<file path="config.mk">
export PLATFORM = sky130hd
export DESIGN_NAME = scan_slot_responder
export DESIGN_NICKNAME = d
export VERILOG_FILES = /design/src/rtl/scan_slot_responder.sv
export SDC_FILE = /design/constraint.sdc
export NUM_CORES = 1
export LEC_CHECK = 0
export BUFFER_PORTS_ARGS = -buffer_cell sky130_fd_sc_hd__buf_2
export CORE_MARGIN = 5
export CORE_UTILIZATION = 53
export DETAILED_ROUTE_END_ITERATION = 8
export HOLD_SLACK_MARGIN = 0.1
export PLACE_DENSITY = 0.78
export SLEW_MARGIN = 20
export SYNTH_ARGS = -nofsm -noshare
export SYNTH_HDL_FRONTEND = slang
export SYNTH_SLANG_ARGS = --single-unit
</file>
<file path="constraint.sdc">
create_clock -name clk -period 2 [get_ports clk]
set_input_delay 0.2 -clock clk [delete_from_list [all_inputs] [get_ports clk]]
set_output_delay 0.2 -clock clk [all_outputs]
set_load 0.01 [all_outputs]
</file>
<file path="src/rtl/scan_slot_responder.sv">
// Responder end of one tiny-design scan-chain slot: oversamples the chain lines,
// shifts/loads a local register per scan-clock rise and forwards the chain retimed.
module scan_slot_responder #(
    parameter int unsigned NUM_IOS     = 8,
    parameter int unsigned SYNC_STAGES = 2,
    parameter int unsigned CNT_W       = 16
) (
    input  logic               clk,
    input  logic               reset_n,
    input  logic               scan_clk_in,
    input  logic               scan_data_in,
    input  logic               scan_select,
    input  logic               scan_latch_en,
    input  logic [NUM_IOS-1:0] design_out,
    input  logic               err_clr,
    output logic               scan_clk_out,
    output logic               scan_data_out,
    output logic               scan_select_out,
    output logic               scan_latch_en_out,
    output logic [NUM_IOS-1:0] design_in,
    output logic               frame_err,
    output logic [CNT_W-1:0]   latch_cnt
);

    localparam int unsigned BIT_W  = (NUM_IOS > 2) ? $clog2(NUM_IOS) : 1;
    localparam int unsigned ARM_N  = SYNC_STAGES + 1;
    localparam int unsigned ARM_W  = $clog2(ARM_N + 1);
    localparam int unsigned LN_CLK = 0;
    localparam int unsigned LN_DAT = 1;
    localparam int unsigned LN_SEL = 2;
    localparam int unsigned LN_LAT = 3;

    logic [SYNC_STAGES-1:0][3:0] r_sync;
    logic [3:0]                  w_lines;
    logic [3:0]                  w_sync;
    logic                        r_hist_clk;
    logic                        r_hist_sel;
    logic                        r_hist_lat;
    logic [ARM_W-1:0]            r_arm_cnt;
    logic                        w_armed;
    logic                        w_clk_rise;
    logic                        w_clk_fall;
    logic                        w_latch_rise;

    logic [NUM_IOS-1:0]          r_shift;
    logic [NUM_IOS-1:0]          r_design_in;
    logic [BIT_W-1:0]            r_bit_cnt;
    logic                        r_data_out;
    logic                        r_frame_err;
    logic [CNT_W-1:0]            r_latch_cnt;

    logic [NUM_IOS-1:0]          w_shift_nxt;
    logic [NUM_IOS-1:0]          w_design_in_nxt;
    logic [BIT_W-1:0]            w_bit_cnt_nxt;
    logic                        w_data_out_nxt;
    logic                        w_frame_err_nxt;
    logic [CNT_W-1:0]            w_latch_cnt_nxt;

    assign w_lines = {scan_latch_en, scan_select, scan_data_in, scan_clk_in};
    assign w_sync  = r_sync[SYNC_STAGES-1];

    // Synchronizer chain, edge history and post-reset arming window.
    always_ff @(posedge clk or negedge reset_n) begin
        if (!reset_n) begin
            r_sync     <= '0;
            r_hist_clk <= 1'b0;
            r_hist_sel <= 1'b0;
            r_hist_lat <= 1'b0;
            r_arm_cnt  <= '0;
        end else begin
            r_sync     <= {r_sync[SYNC_STAGES-2:0], w_lines};
            r_hist_clk <= w_sync[LN_CLK];
            r_hist_sel <= w_sync[LN_SEL];
            r_hist_lat <= w_sync[LN_LAT];
            if (r_arm_cnt != ARM_W'(ARM_N)) begin
                r_arm_cnt <= r_arm_cnt + ARM_W'(1);
            end
        end
    end

    assign w_armed      = (r_arm_cnt == ARM_W'(ARM_N));
    assign w_clk_rise   = w_armed &  w_sync[LN_CLK] & ~r_hist_clk;
    assign w_clk_fall   = w_armed & ~w_sync[LN_CLK] &  r_hist_clk;
    assign w_latch_rise = w_armed &  w_sync[LN_LAT] & ~r_hist_lat;

    // Next-state for the slot datapath; latch always sees the pre-shift register.
    always_comb begin
        w_shift_nxt     = r_shift;
        w_bit_cnt_nxt   = r_bit_cnt;
        w_data_out_nxt  = r_data_out;
        w_design_in_nxt = r_design_in;
        w_frame_err_nxt = r_frame_err;
        w_latch_cnt_nxt = r_latch_cnt;

        if (w_clk_rise) begin
            if (w_sync[LN_SEL]) begin
                w_shift_nxt   = design_out;
                w_bit_cnt_nxt = '0;
            end else begin
                w_shift_nxt   = {r_shift[NUM_IOS-2:0], w_sync[LN_DAT]};
                w_bit_cnt_nxt = (r_bit_cnt == BIT_W'(NUM_IOS - 1)) ? '0
                                                                    : r_bit_cnt + BIT_W'(1);
            end
        end

        if (w_clk_fall) begin
            w_data_out_nxt = r_shift[NUM_IOS-1];
        end

        if (err_clr) begin
            w_frame_err_nxt = 1'b0;
        end

        if (w_latch_rise) begin
            w_design_in_nxt = r_shift;
            w_latch_cnt_nxt = r_latch_cnt + CNT_W'(1);
            if (r_bit_cnt != '0) begin
                w_frame_err_nxt = 1'b1;
            end
        end
    end

    always_ff @(posedge clk or negedge reset_n) begin
        if (!reset_n) begin
            r_shift     <= '0;
            r_bit_cnt   <= '0;
            r_data_out  <= 1'b0;
            r_design_in <= '0;
            r_frame_err <= 1'b0;
            r_latch_cnt <= '0;
        end else begin
            r_shift     <= w_shift_nxt;
            r_bit_cnt   <= w_bit_cnt_nxt;
            r_data_out  <= w_data_out_nxt;
            r_design_in <= w_design_in_nxt;
            r_frame_err <= w_frame_err_nxt;
            r_latch_cnt <= w_latch_cnt_nxt;
        end
    end

    assign scan_clk_out      = r_hist_clk;
    assign scan_select_out   = r_hist_sel;
    assign scan_latch_en_out = r_hist_lat;
    assign scan_data_out     = r_data_out;
    assign design_in         = r_design_in;
    assign frame_err         = r_frame_err;
    assign latch_cnt         = r_latch_cnt;

endmodule

</file>
==> reports/metrics.cfg, run 1 <==
[status]
outcome = complete, no violations

[clocking]
cts.sinks = 50
postCtsSetupBuffers = 0
ctsHoldBuffers = 6
clk_latency_ns = 0.30
clockBufferDepth = 2
cts_inserted_buffers = 5
path_clk_slew_ns = 0.09
cts-resized-gates = 0
cts_root_buf = clkbuf_8
htree_levels = 2
cts_tree = yes

[final_layout]
fillers = 292
final_area_mm2 = 0.00247
nNetsFinal = 251
synthToLayoutAreaGrowth_pct = 22.6
drive_gt1_frac = 0.267
antennaDiodeCount = 0

[timing]
max_freq_ghz = 0.614
finalSetupViolations = 0
finalSetupTns_ns = 0
slew_viol_final = 0
fin_hold_ws_ns = 0.187
worst_slew_pin_slew_ns = 0.545
layout_setup_ws_ns = 0.370
fin_crit_ns = 1.63
slew_headroom = 0.636
hold_viol = 0
rsz0062_at_grt = no
period_share = 0.815
skew_ns = 0.00324

[placement]
portBuffers = 43
placed_cell_area_mm2 = 0.00231
pre_cts_ws_ns = 0.380
hpwl_um = 2560
place.gp.congestion = 0.770

[logic_synthesis]
ys_seq_area_frac = 0.622
avgSynthCellArea_um2 = 11.5
synth_common_cells = dfrtp_1, nand2_1, xnor2_1
syn_nets = 195
yosys_warnings = 0
synth_ff_type = dfrtp_1
synth.area.top_cells = dfrtp_1, nand2_1, xnor2_1, mux2i_1, ha_1
synth_cell_types = 27
synth_seq_cells = 50
synth_most_common_cell = dfrtp_1
syn-cell-area_mm2 = 0.00201
async_flop_share = 1.00
synth_edf_count = 0
synth.largest_area_cell = dfrtp_1
synth_top_area_frac = 0.622
syn_inst = 175

[worst_setup_path]
arrival_ns = 1.85
worstSetupPathType = reg -> reg
cp.required_ns = 2.22
crit_path_end_kind = flop
r2r_slack_ns = 0.37
worstRegToRegCells = 5
r2r_start = r_arm_cnt[0]$_DFFE_PN0P_
reg2reg_to = latch_cnt[15]$_DFFE_PN0P_
worstSetupStartpointType = flop
cp_max_fo = 5

[die]
initial_core_util = 0.550
fp.dieH_um = 71.6
rows = 22
dieArea_mm2 = 0.00513
core_mm2 = 0.00366
ios = 44
die_x_um = 71.6

[routing]
drtIter0Drc = 63
routed_wl_um = 3540
dr.pass1.iters = 4
viasPerCell = 4.95
drcViolationCount = 0
wl_per_cell_um = 12.7
antenna_left = 0
vias = 1385

[power_and_ir_drop]
intPower_mw = 1.61
power.leakage_nw = 1.30
vdd_drop_max_mv = 0.642
power_mw = 2.24
power_density_mw_per_mm2 = 907
p_seq_frac = 0.565
p_switching_uw = 630
power_frac_clock = 0.264
pwr-share-comb = 0.171
swShare = 0.282

[worst_hold_path]
min_path_cells = 3
worstHoldEndpoint = r_shift[1]$_DFFE_PN0P_
min_path_type = in -> reg
hp-start = design_out[1]

[global_routing]
grt_max_degree = 28
grt_usage = 0.155
grt-ovfl-total = 0
grt_pass1_vias = 1349
grt_pass1_wl_um = 6200
antenna_found_initial = 0

[job]
drv_cap = 0

==> stage by stage <==
step,utilization,cells
final,0.674,280
after global routing,0.674,280
after CTS,0.674,280
after detailed placement,0.632,266
after global placement,0.632,266
after floorplan,-,175
==> worst max-delay path, cell delays in order (launching register included) <==
cell,delay (ns)
dfrtp_1,0.38
ha_1,0.19
nand3b_2,0.09
or4_4,0.57
nor3_4,0.18
xor2_1,0.15
==> state kept, by name, summed over array words and instances, names as in the netlist <==
| register | cells |
|---|---|
| design_in | 8 |
| frame_err | 1 |
| latch_cnt | 16 |
| r_arm_cnt | 2 |
| r_bit_cnt | 3 |
| r_shift | 8 |
| r_sync | 4 |
| scan_clk_out | 1 |
| scan_data_out | 1 |
| scan_latch_en_out | 1 |
| scan_select_out | 1 |
| w_sync | 4 |
==> how the worst max path moves through the flow <==
| stage | cells past startpoint | endpoint | slack, ns | startpoint |
|---|---|---|---|---|
| after CTS | 5 | latch_cnt[15]$_DFFE_PN0P_ | 0.35 | r_arm_cnt[0]$_DFFE_PN0P_ |
| after global routing | 5 | latch_cnt[15]$_DFFE_PN0P_ | 0.28 | r_arm_cnt[0]$_DFFE_PN0P_ |
| after detailed placement | 5 | latch_cnt[15]$_DFFE_PN0P_ | 0.38 | r_arm_cnt[0]$_DFFE_PN0P_ |
| after global placement | 5 | latch_cnt[15]$_DFFE_PN0P_ | 0.41 | r_arm_cnt[0]$_DFFE_PN0P_ |
| after floorplan | 6 | latch_cnt[15]$_DFFE_PN0P_ | 0.21 | r_arm_cnt[0]$_DFFE_PN0P_ |
| final | 5 | latch_cnt[15]$_DFFE_PN0P_ | 0.37 | r_arm_cnt[0]$_DFFE_PN0P_ |
==> layer usage <==
metal,global-route usage,vias to the layer above,part of all wire
li1,-,686,-
met1,0.201,663,0.46
met2,0.250,32,0.47
met3,0.0519,4,0.060
met4,0.0438,0,0.0096
met5,0,-,0
==> power by group through the flow <==
stage                     clock [mW]  sequential (mW)  combinational, mW
after detailed placement           0             1.28              0.382
final                          0.591             1.26              0.382
after floorplan                    0             1.30              0.176
after global routing           0.653             1.29              0.443
after CTS                      0.606             1.27              0.392
after global placement             0             1.28              0.375
==> cell type report <==
type / instances / area, µm² / share of cell area
multi-input combinational: 114 / 712 / 0.289
sequential: 50 / 1250 / 0.507
clock inverter: 1 / 5.00 / 0.00203
clock buffer: 7 / 86.3 / 0.0350
tap: 48 / 60.1 / 0.0244
inverter: 5 / 18.8 / 0.00761
timing repair buffer: 55 / 333 / 0.135
==> kinds of logic (layout without fill, tap and decap cells) <==
family                   Yosys count  in the layout  share of synthesized area
AO/OA/AOI/OAI                     12             12                     0.0317
XOR/XNOR                          16             16                     0.0696
adder cells (fa/ha/maj)            5              5                     0.0311
buffers and inverters             11             68                     0.0243
flip-flops                        50             50                      0.622
multiplexers                      10             10                     0.0510
AND/OR/NAND/NOR                   71             71                      0.170
==> cell usage in the layout (no fill, tap or decap), types with 2 or more instances in the layout <==
cell type	count
buf_2	43
nor2_1	5
mux2i_1	8
nand2_1	43
buf_4	5
nand2b_1	2
inv_1	5
xor2_1	5
xnor2_1	11
dlygate4sd3_1	6
dfrtp_1	50
nand4_1	4
mux2_2	2
ha_1	5
clkbuf_8	6
and3_1	2
o21ai_0	10
nand3_1	6
Note: power is estimated with default switching activity, not from simulation.
==> run 2: changes to the inputs <==
==> constraint.sdc (replaced) <==
create_clock -name clk -period 1.7 [get_ports clk]
set_input_delay 0.17 -clock clk [delete_from_list [all_inputs] [get_ports clk]]
set_output_delay 0.17 -clock clk [all_outputs]
set_load 0.01 [all_outputs]
==> run 2 against run 1 <==
  * Sequential power increased by 17%
  * Flip-flop and latch count unchanged
  * Core utilization increased by 0.72 points
  * Final cell count increased by 0.36%
  * Die area unchanged
  * Largest power group unchanged
  * Clock skew about the same
  * Maximum frequency increased by 0.20%
  * Hold slack got worse by 0.022 ns
  * Sequential share of layout area decreased by 0.53 points
  * Final area increased by 1.1%
  * Register-to-register slack got worse by 0.30 ns
  * Critical path type unchanged
==> reports/metrics.cfg, run 2 (synthesis results as in run 1) <==
[status]
outcome = complete, no violations

[timing]
hold_viol = 0  ; unchanged
layout_setup_ws_ns = 0.0737  ; -0.297 ns
finalSetupViolations = 0  ; unchanged
max_freq_ghz = 0.615  ; +0.20%
rsz0062_at_grt = no
slew_headroom = 0.650  ; +0.0142
slew_viol_final = 0  ; unchanged
skew_ns = 0.00312  ; -0.000116 ns
finalSetupTns_ns = 0  ; unchanged
worst_slew_pin_slew_ns = 0.524  ; -0.0212 ns
period_share = 0.957  ; +0.142
fin_crit_ns = 1.63  ; -0.00328 ns

[global_routing]
grt_pass1_vias = 1430  ; +6.0%
grt-ovfl-total = 0  ; unchanged
grt_max_degree = 51  ; +82%
grt_usage = 0.164  ; +0.00858
antenna_found_initial = 0  ; unchanged
grt_pass1_wl_um = 6600  ; +6.4%

[worst_hold_path]
hp-start = design_out[1]
min_path_type = in -> reg
worstHoldEndpoint = r_shift[1]$_DFFE_PN0P_
min_path_cells = 3  ; unchanged

[routing]
routed_wl_um = 3840  ; +8.4%
wl_per_cell_um = 13.7  ; +8.1%
drtIter0Drc = 75  ; +19%
viasPerCell = 5.06  ; +2.3%
dr.pass1.iters = 4  ; unchanged
vias = 1422  ; +2.7%
antenna_left = 0  ; unchanged
drcViolationCount = 0  ; unchanged

[die]
initial_core_util = 0.550  ; unchanged
rows = 22  ; unchanged
fp.dieH_um = 71.6  ; unchanged
die_x_um = 71.6  ; unchanged
core_mm2 = 0.00366  ; unchanged
dieArea_mm2 = 0.00513  ; unchanged
ios = 44  ; unchanged

[clocking]
postCtsSetupBuffers = 0  ; unchanged
path_clk_slew_ns = 0.08  ; about the same
clk_latency_ns = 0.29  ; about the same
cts_inserted_buffers = 5  ; unchanged
cts_tree = yes
cts_root_buf = clkbuf_8
ctsHoldBuffers = 6  ; unchanged
clockBufferDepth = 2  ; unchanged
cts-resized-gates = 0  ; unchanged
htree_levels = 2  ; unchanged
cts.sinks = 50  ; unchanged

[worst_setup_path]
crit_path_end_kind = flop
max_stage_delay_ns = 0.58  ; about the same
reg2reg_to = latch_cnt[15]$_DFFE_PN0P_
worstSetupPathType = reg -> reg
path_cells = ha_4 > nand3b_2 > or4_4 > nor3_4 > xor2_1
r2r_slack_ns = 0.07  ; -0.30 ns
r2r_start = r_arm_cnt[0]$_DFFE_PN0P_
cp_slowest_cell = or4_4
worstSetupStartpointType = flop
arrival_ns = 1.85  ; about the same
path_buf_inv = 0  ; unchanged
cp_max_fo = 5  ; unchanged
worstRegToRegCells = 5  ; unchanged
cp.required_ns = 1.92  ; -0.30 ns
path_delay_family = simple AND/OR/NAND/NOR gates

[final_layout]
stdcell_count = 281  ; +0.36%
final_common_cell = dfrtp_1
final_cell_mix = dfrtp_1, nand2_1, buf_2
antennaDiodeCount = 0  ; unchanged
nNetsFinal = 254  ; +1.2%
synthToLayoutAreaGrowth_pct = 23.9
drive_gt1_frac = 0.279  ; +0.0117
largest_register_ffs = 16  ; unchanged

[power_and_ir_drop]
vdd_drop_max_mv = 0.669  ; +4.2%
power_density_mw_per_mm2 = 1060  ; +17%
power.leakage_nw = 1.31  ; +0.85%

[placement]
portBuffers = 43  ; unchanged
place_inst = 269  ; +1.1%
place.gp.congestion = 0.723  ; -6.2%
hpwl_um = 2690  ; +5.1%
pre_cts_ws_ns = 0.0836  ; -0.296 ns

[job]
drv_cap = 0  ; unchanged

==> run 2: worst max-delay path by stage <==
stage	slack, ns	end	start	depth (start not counted)
after floorplan	0.003	latch_cnt[15]$_DFFE_PN0P_	r_arm_cnt[0]$_DFFE_PN0P_	6
after global placement	0.13	latch_cnt[15]$_DFFE_PN0P_	r_arm_cnt[0]$_DFFE_PN0P_	5
after detailed placement	0.08	latch_cnt[15]$_DFFE_PN0P_	r_arm_cnt[0]$_DFFE_PN0P_	5
after CTS	0.07	latch_cnt[15]$_DFFE_PN0P_	r_arm_cnt[0]$_DFFE_PN0P_	5
after global routing	0.008	latch_cnt[9]$_DFFE_PN0P_	r_arm_cnt[0]$_DFFE_PN0P_	5
final	0.07	latch_cnt[15]$_DFFE_PN0P_	r_arm_cnt[0]$_DFFE_PN0P_	5
==> run 2: worst register-to-register path: stages, from the launching register on <==
cell      delay [ns]
dfrtp_1         0.40
ha_4            0.15
nand3b_2        0.09
or4_4           0.58
nor3_4          0.18
xor2_1          0.15
==> run 2: metal layers <==
metal,part of all wire,track usage
met4,0.015,0.0605
met3,0.067,0.0547
met2,0.47,0.256
met5,0,0
met1,0.45,0.213
==> run 2: metrics by stage <==
| stage | util | hold WS [ns] | cell area (µm²) | power (mW) |
|---|---|---|---|---|
| 6_report | 0.681 | 0.165 | 2490 | 2.64 |
| 5_1_grt | 0.681 | 0.159 | 2490 | 2.81 |
| 4_1_cts | 0.681 | 0.162 | 2490 | 2.67 |
| 3_5_place_dp | 0.642 | 0.177 | 2350 | 2.00 |
| 3_3_place_gp | 0.642 | 0.177 | 2350 | 1.97 |
| 2_1_floorplan | - | -0.126 | 2020 | 1.74 |
==> run 2: final cells by class <==
type	instances	area, µm²
timing repair buffer	58	355
fill	293	1170
inverter	5	18.8
tap	48	60.1
multi-input combinational	114	724
clock buffer	6	82.6
sequential	50	1250
==> run 2: report_power, final <==
group | switching, mW | internal, mW
registers | 0.134 | 1.34
clock network | 0.341 | 0.314
logic | 0.265 | 0.236
